### src/rtl/chess_pkg.sv
// Shared board encoding, square addressing, FSM states and button priority
// for the move input controller.
package chess_pkg;

   localparam int         PIECE_W   = 4;
   localparam logic [3:0] EMPTY     = 4'd0;
   localparam int         COLOR_BIT = 3;

   localparam int SQ_W    = 6;
   localparam int ROW_MSB = 5;
   localparam int ROW_LSB = 3;
   localparam int COL_MSB = 2;
   localparam int COL_LSB = 0;

   typedef enum logic [1:0] {IDLE, SELECTED, COMMIT} fsm_state_t;

   // Button vector index doubles as priority rank: lower index wins.
   localparam int NUM_BTN    = 5;
   localparam int IDX_CENTER = 0;
   localparam int IDX_UP     = 1;
   localparam int IDX_DOWN   = 2;
   localparam int IDX_LEFT   = 3;
   localparam int IDX_RIGHT  = 4;

   typedef enum logic [2:0] {
      ACT_NONE, ACT_CENTER, ACT_UP, ACT_DOWN, ACT_LEFT, ACT_RIGHT
   } action_t;

   function automatic action_t pick_action(input logic [NUM_BTN-1:0] p);
      if (p[IDX_CENTER]) return ACT_CENTER;
      if (p[IDX_UP])     return ACT_UP;
      if (p[IDX_DOWN])   return ACT_DOWN;
      if (p[IDX_LEFT])   return ACT_LEFT;
      if (p[IDX_RIGHT])  return ACT_RIGHT;
      return ACT_NONE;
   endfunction

endpackage

### src/rtl/move_input_controller_if.sv
// Move request handshake from the input controller to the board-update logic.
interface move_input_controller_if;
   import chess_pkg::*;

   logic [SQ_W-1:0] MOVE_FROM;
   logic [SQ_W-1:0] MOVE_TO;
   logic            MOVE_VALID;
   logic            MOVE_READY;

   modport master (output MOVE_FROM, output MOVE_TO, output MOVE_VALID, input MOVE_READY);
   modport slave  (input MOVE_FROM, input MOVE_TO, input MOVE_VALID, output MOVE_READY);
endinterface

### src/rtl/button_debounce.sv
// Synchronizer + stability debounce + rising-edge press pulse for one button.
// Optional auto-repeat while held is built only when HOLD_REPEAT_EN is defined.
module button_debounce #(
   parameter int DEBOUNCE_CYCLES = 250000,
   parameter int REPEAT_CYCLES   = 12500000
) (
   input  logic clk,
   input  logic rst_n,
   input  logic btn,
   output logic press,
   output logic rpt
);
   localparam int            CW      = $clog2(DEBOUNCE_CYCLES);
   localparam logic [CW-1:0] CNT_MAX = CW'(DEBOUNCE_CYCLES - 1);

   logic [1:0]    sync;
   logic [CW-1:0] cnt;
   logic          level, level_d;

   always_ff @(posedge clk or negedge rst_n) begin
      if (!rst_n) begin
         sync    <= '0;
         cnt     <= '0;
         level   <= 1'b0;
         level_d <= 1'b0;
      end else begin
         sync    <= {sync[0], btn};
         level_d <= level;
         if (sync[1] == level) begin
            cnt <= '0;
         end else if (cnt == CNT_MAX) begin
            cnt   <= '0;
            level <= sync[1];
         end else begin
            cnt <= cnt + 1'b1;
         end
      end
   end

   assign press = level & ~level_d;

`ifdef HOLD_REPEAT_EN
   localparam int            RW      = $clog2(REPEAT_CYCLES);
   localparam logic [RW-1:0] RPT_MAX = RW'(REPEAT_CYCLES - 1);

   logic [RW-1:0] rcnt;

   // Counter restarts on each emitted step so repeats land every REPEAT_CYCLES.
   always_ff @(posedge clk or negedge rst_n) begin
      if (!rst_n)                     rcnt <= '0;
      else if (!level || press || rpt) rcnt <= '0;
      else                             rcnt <= rcnt + 1'b1;
   end

   assign rpt = level && !press && (rcnt == RPT_MAX);
`else
   assign rpt = 1'b0;
`endif

endmodule

### src/rtl/move_input_controller.sv
// Turns five push-buttons into cursor/selection state and a from/to move request.
// Define HOLD_REPEAT_EN to enable auto-repeat on held direction buttons.
module move_input_controller
   import chess_pkg::*;
#(
   parameter int              DEBOUNCE_CYCLES = 250000,
   parameter logic [SQ_W-1:0] CURSOR_INIT     = 6'd12,
   parameter int              REPEAT_CYCLES   = 12500000
) (
   input  logic             CLK,
   input  logic             RESET,
   input  logic             BTN_UP,
   input  logic             BTN_DOWN,
   input  logic             BTN_LEFT,
   input  logic             BTN_RIGHT,
   input  logic             BTN_CENTER,
   input  logic [255:0]     BOARD,
   input  logic             TURN,
   output logic [SQ_W-1:0]  CURSOR_ADDR,
   output logic [SQ_W-1:0]  SELECT_ADDR,
   output logic             SELECT_EN,
   move_input_controller_if.master mv
);
   localparam logic [NUM_BTN-1:0] RPT_MASK = ~(NUM_BTN'(1) << IDX_CENTER);

   logic [NUM_BTN-1:0] btn_raw, press, rpt, pulse;
   assign btn_raw = {BTN_RIGHT, BTN_LEFT, BTN_DOWN, BTN_UP, BTN_CENTER};

   for (genvar i = 0; i < NUM_BTN; i++) begin : g_btn
      button_debounce #(
         .DEBOUNCE_CYCLES (DEBOUNCE_CYCLES),
         .REPEAT_CYCLES   (REPEAT_CYCLES)
      ) u_db (
         .clk   (CLK),
         .rst_n (RESET),
         .btn   (btn_raw[i]),
         .press (press[i]),
         .rpt   (rpt[i])
      );
   end

   assign pulse = press | (rpt & RPT_MASK);

   action_t              act;
   fsm_state_t           state;
   logic [PIECE_W-1:0]   cur_piece;
   logic                 own;
   logic [2:0]           row, col;

   assign act       = pick_action(pulse);
   assign cur_piece = BOARD[{CURSOR_ADDR, 2'b00} +: PIECE_W];
   assign own       = (cur_piece != EMPTY) && (cur_piece[COLOR_BIT] == TURN);
   assign row       = CURSOR_ADDR[ROW_MSB:ROW_LSB];
   assign col       = CURSOR_ADDR[COL_MSB:COL_LSB];

   always_ff @(posedge CLK or negedge RESET) begin
      if (!RESET) begin
         CURSOR_ADDR   <= CURSOR_INIT;
         SELECT_ADDR   <= '0;
         SELECT_EN     <= 1'b0;
         mv.MOVE_FROM  <= '0;
         mv.MOVE_TO    <= '0;
         mv.MOVE_VALID <= 1'b0;
         state         <= IDLE;
      end else begin
         // 3-bit row/col fields wrap naturally at the board edge.
         if (state != COMMIT) begin
            case (act)
               ACT_UP:    CURSOR_ADDR <= {row + 3'd1, col};
               ACT_DOWN:  CURSOR_ADDR <= {row - 3'd1, col};
               ACT_RIGHT: CURSOR_ADDR <= {row, col + 3'd1};
               ACT_LEFT:  CURSOR_ADDR <= {row, col - 3'd1};
               default: ;
            endcase
         end
         case (state)
            IDLE: begin
               if (act == ACT_CENTER && own) begin
                  SELECT_ADDR <= CURSOR_ADDR;
                  SELECT_EN   <= 1'b1;
                  state       <= SELECTED;
               end
            end
            SELECTED: begin
               if (act == ACT_CENTER) begin
                  if (CURSOR_ADDR == SELECT_ADDR) begin
                     SELECT_EN <= 1'b0;
                     state     <= IDLE;
                  end else if (own) begin
                     SELECT_ADDR <= CURSOR_ADDR;
                  end else begin
                     mv.MOVE_FROM  <= SELECT_ADDR;
                     mv.MOVE_TO    <= CURSOR_ADDR;
                     mv.MOVE_VALID <= 1'b1;
                     state         <= COMMIT;
                  end
               end
            end
            COMMIT: begin
               if (mv.MOVE_READY) begin
                  mv.MOVE_VALID <= 1'b0;
                  SELECT_EN     <= 1'b0;
                  state         <= IDLE;
               end
            end
            default: state <= IDLE;
         endcase
      end
   end

endmodule
### src/flat_wrapper.sv
// flat-port wrapper written by rule: the top's interface ports become plain ports
module move_input_controller_flat import chess_pkg::*;
#(
   parameter int              DEBOUNCE_CYCLES = 250000,
   parameter logic [SQ_W-1:0] CURSOR_INIT     = 6'd12,
   parameter int              REPEAT_CYCLES   = 12500000
)
  (CLK, RESET, BTN_UP, BTN_DOWN, BTN_LEFT, BTN_RIGHT, BTN_CENTER, BOARD, TURN, CURSOR_ADDR, SELECT_ADDR, SELECT_EN, mv_MOVE_FROM, mv_MOVE_TO, mv_MOVE_VALID, mv_MOVE_READY);
  move_input_controller_if mv_i ();
  input  logic CLK;
  input  logic RESET;
  input  logic BTN_UP;
  input  logic BTN_DOWN;
  input  logic BTN_LEFT;
  input  logic BTN_RIGHT;
  input  logic BTN_CENTER;
  input  logic [255:0] BOARD;
  input  logic TURN;
  output logic [SQ_W-1:0] CURSOR_ADDR;
  output logic [SQ_W-1:0] SELECT_ADDR;
  output logic SELECT_EN;
  output wire logic [$bits(mv_i.MOVE_FROM)-1:0] mv_MOVE_FROM;
  output wire logic [$bits(mv_i.MOVE_TO)-1:0] mv_MOVE_TO;
  output wire logic [$bits(mv_i.MOVE_VALID)-1:0] mv_MOVE_VALID;
  input wire logic [$bits(mv_i.MOVE_READY)-1:0] mv_MOVE_READY;
  assign mv_MOVE_FROM = mv_i.MOVE_FROM;
  assign mv_MOVE_TO = mv_i.MOVE_TO;
  assign mv_MOVE_VALID = mv_i.MOVE_VALID;
  assign mv_i.MOVE_READY = mv_MOVE_READY;
  move_input_controller #(.DEBOUNCE_CYCLES(DEBOUNCE_CYCLES), .CURSOR_INIT(CURSOR_INIT), .REPEAT_CYCLES(REPEAT_CYCLES)) u_core (.CLK(CLK), .RESET(RESET), .BTN_UP(BTN_UP), .BTN_DOWN(BTN_DOWN), .BTN_LEFT(BTN_LEFT), .BTN_RIGHT(BTN_RIGHT), .BTN_CENTER(BTN_CENTER), .BOARD(BOARD), .TURN(TURN), .CURSOR_ADDR(CURSOR_ADDR), .SELECT_ADDR(SELECT_ADDR), .SELECT_EN(SELECT_EN), .mv(mv_i));
endmodule
### config.mk
export PLATFORM = sky130hd
export DESIGN_NAME = move_input_controller_flat
export DESIGN_NICKNAME = d
export VERILOG_FILES = /design/src/rtl/chess_pkg.sv /design/src/rtl/move_input_controller_if.sv /design/src/rtl/button_debounce.sv /design/src/rtl/move_input_controller.sv /design/src/flat_wrapper.sv
export SDC_FILE = /design/constraint.sdc
export NUM_CORES = 1
export LEC_CHECK = 0
export ABC_AREA = 1
export BUFFER_PORTS_ARGS = -buffer_cell sky130_fd_sc_hd__buf_2
export CORE_MARGIN = 2
export CORE_UTILIZATION = 45
export CTS_BUF_LIST = sky130_fd_sc_hd__clkbuf_4 sky130_fd_sc_hd__clkbuf_8
export CTS_CLUSTER_SIZE = 12
export DETAILED_ROUTE_END_ITERATION = 10
export PLACE_DENSITY = 0.72
export SYNTH_ARGS = -nofsm -noshare
export SYNTH_HDL_FRONTEND = slang
export SYNTH_SLANG_ARGS = --single-unit
export TNS_END_PERCENT = 10
### constraint.sdc
create_clock -name CLK -period 2.38 [get_ports CLK]
set_input_delay 0.595 -clock CLK [delete_from_list [all_inputs] [get_ports CLK]]
set_output_delay 0.595 -clock CLK [all_outputs]
set_load 0.05 [all_outputs]
==> impl_results.md <==
* MaxCap Viol Count at 0
* Worst VDD drop at 419 uV
* Mapped Area at 8980 sq um
* Hold-fix buffers, CTS at 0
* Worst EP required at 2.72 ns
* Pwr dens at 413 nW/um^2
* Register-to-register setup slack at -0.06 ns
* Setup TNS at -0.692 ns
* Starting Density at 0.460
* Core area at 19,500 sq um
* Tmin final at 2.44 ns
* Fin util at 0.607
* Share of the synthesized area in the top cell type at 0.379
* Die width at 145 microns
* RR Startpoint: u_core.CURSOR_ADDR[0]
* Max Fanout on Critical Path at 13
* Maximum number of pins on one net before global-route repair at 42
* Setup violations, final at 18
* Tightest Pin Transition at 0.527 ns
* LEAKAGE at 6.07 nW
* Critical path launch point type: register
* Num ports at 291
* Compound-gate portion of the synthesized area at 0.0709
* Largest family of logic cells by synthesized area: simple AND/OR/NAND/NOR gates
* Placer Congestion at 0.897
* FMAX at 410 MHz
* Post-synthesis mux area share at 0.00125
* Yosys reg bits at 138
* Netlist cell types at 42
* Synth top area cells: dfrtp_1, nand2_1, nand3_1, inv_1, nor2_1
* Gr usage total at 0.255
* Crit-path slowest cell: dfrtp_4
* CP cell instances: buf_12 -> buf_12 -> or2_0 -> nand3_1 -> nand3_2 -> nand3_2 -> nand2_2 -> clkinv_1 -> nand3_1 -> nand2_1 -> nand2_1 -> nand2_1 -> nand2_2 -> nand2_2 -> nand2_4 -> buf_12 -> o21ai_2 -> nand2_1
* Run status: finished, violations left
* Asr flop ratio synth at 1.00
* Synth area leader: dfrtp_1
* Placed Area at 11,000 sq um
* Failing checks: setup timing
* Initial antenna violation count at 4
* Area grow syn2layout at 32.1%
* Later-pin clock latency in the skew report at 0.45 ns
* H-tree depth at 4
* Worst Setup End Kind: register
* Total routed wirelength at 27.4 mm
* Iteration-0 DRC Markers at 490
* Worst Hold Class: in -> async
* IO buf count at 290
* TritonCTS Buffers at 17
* Simple-gate share of the synthesized area at 0.396
* Xor-xnor portion of the synthesized cell area at 0.0332
* Worst stage delay on the critical path at 0.55 ns
* Syn nets at 1,587
* Avg Cell Area, Syn at 6.85 sq um
* CTS tree: done
* Die Span Y at 145 microns
* First-pass GRT wire length at 44.3 mm
* Nets at 1,905
* Grt total ovfl at 0
* WL per Instance at 14.4 microns
* RSZ-0062 raised after global routing: true
* Slew HR at 0.649
* Vias at 9,678
* Number of antenna-violating nets in the routed design at 0
* Die area at 21,100 sq um
* Layout Skew at 0.00861 ns
* Site Rows at 51
* Most frequent CP cell: nand2_1
* Tcrit/Tclk final at 1.02
* HPWL after DPL at 20.5 mm
* Final Hold Viols at 0
* Fin. max-slew vios at 0
* Drt drc at 0
* Clock transition at path regs at 0.07 ns
* Vias in the first global route at 9,348
* Drt first pass iters at 5
* Ys Warns at 0
* EDFF count, synth at 0
* Adder-cell share of the synthesized area at 0.0170
* Sequential fraction of the synthesis area at 0.385
* Longest Clk Path Bufs at 2
* Post-place setup slack at -0.158 ns
* Worst setup margin at -0.0561 ns
* # clock sinks at 138
* Synth Instances at 1,311
* Crit path launch: u_core.CURSOR_ADDR[0]
* Vias per Instance at 5.06
* Most used DFF post-synth: dfrtp_1
* Critical Setup Path Class: reg -> reg
* Layout cells sized above 1 at 0.275
* Clock tree root driver cell: clkbuf_8
* Arrival time worst endpoint at 2.77 ns
* Fin area at 11,900 sq um
## synth_stat cells, types with 2 or more instances
library cell  number
dfstp_2            2
a31oi_1            5
or2_2              8
inv_2              3
nor4_1            14
nand2_1          381
o31ai_1            2
nand3_1          192
clkinv_1           5
dfrtp_1          136
xnor2_1           10
or2_0              3
buf_4              8
ha_1               9
nor3b_1           21
inv_1            140
fa_1               2
o22ai_1            3
o21ai_0           42
buf_6              6
buf_2             29
a21oi_1           43
buf_1              2
clkbuf_1           8
nand2_2            6
xor2_1            24
o21ai_1           14
nor3_1            54
o211ai_1           4
nor2_1           107
nand4_1           15
o21a_1             3
## power by group
part	switching, mW	total, mW	internal (mW)
clock network	0.872	2.00	1.13
logic	0.249	0.502	0.253
registers	0.0195	2.39	2.37
## cell families after synthesis
family,count (synthesis)
multiplexers,1
adder cells (fa/ha/maj),11
AND/OR/NAND/NOR,807
XOR/XNOR,34
flip-flops,138
AO/OA/AOI/OAI,119
buffers and inverters,201
## final cells by class
| cell class | instances | area, sq um |
|---|---|---|
| diodes | 4 | 10.0 |
| clock buffers | 21 | 283 |
| clock inverters | 11 | 144 |
| fillers | 1815 | 7670 |
| inverters | 148 | 563 |
| multi-input cells | 974 | 4870 |
| flip-flops and latches | 138 | 3460 |
| well taps | 265 | 332 |
| repair buffers | 350 | 2200 |
## sequential cells by signal, indices dropped and copies added (netlist names)
name and count:
u_core.mv.MOVE_TO 6, u_core.mv.MOVE_FROM 6, u_core.g_btn.u_db.sync 10, u_core.SELECT_EN 1, u_core.g_btn.u_db.cnt 90, u_core.SELECT_ADDR 6, u_core.CURSOR_ADDR 6, u_core.state 2
u_core.mv.MOVE_VALID 1, u_core.g_btn.u_db.level 5, u_core.g_btn.u_db.level_d 5
## final timing paths
path,cells after the start,endpoint
worst max-delay path,18,u_core.mv.MOVE_TO[5]
worst min-delay path,1,u_core.mv.MOVE_FROM[2]
worst max register to register,18,u_core.mv.MOVE_TO[5]
worst min register to register,0,u_core.g_btn[1].u_db.sync[1]
max in group asynchronous,2,u_core.g_btn[1].u_db.cnt[16]
min in group CLK,1,u_core.g_btn[1].u_db.sync[0]
## routing by layer
| metal | vias up | global-route usage | wire (microns) |
|---|---|---|---|
| met1 | 4440 | 0.311 | 11400 |
| met5 | - | 0 | 0 |
| met4 | 0 | 0.101 | 838 |
| met2 | 275 | 0.448 | 13800 |
| li1 | 4907 | - | - |
| met3 | 56 | 0.0415 | 1450 |
## per-stage QoR
stage | power, mW | instances | hold slack (ns)
after detailed placement | 2.93 | 1862 | 0.335
final | 4.89 | 1911 | 0.120
after CTS | 4.95 | 1898 | 0.111
after global placement | 2.93 | 1862 | 0.336
after floorplan | 2.61 | 1311 | 0.299
after global routing | 5.13 | 1911 | 0.148
## worst max-delay path, delay by kind of cell, from the launching register on
family | cells | cell delay (ns)
AO/OA/AOI/OAI | 1 | 0.11
buffers and inverters | 4 | 0.52
flip-flops | 1 | 0.55
AND/OR/NAND/NOR | 13 | 1.13
## cells in the final DEF (no fill, tap or decap), types with 13 or more instances in the layout
| cell type | n |
|---|---|
| clkbuf_8 | 20 |
| dfrtp_1 | 134 |
| inv_1 | 140 |
| nand2_1 | 372 |
| nor3b_1 | 19 |
| nor2_1 | 102 |
| buf_2 | 289 |
| a21oi_1 | 42 |
| o21ai_0 | 39 |
| buf_12 | 14 |
| nand4_1 | 15 |
| xor2_1 | 24 |
| nand2_2 | 13 |
| nand3_1 | 183 |
| nor3_1 | 49 |
| buf_4 | 34 |
## repair_timing
item | CTS | global route
endpoints found under the setup margin | 21 | 37
setup buffers | 2 | 5
pin swaps | 4 | 18
gates resized for setup | 17 | 53
cloned | 2 | 4
Power figures use the tool's default switching activity.
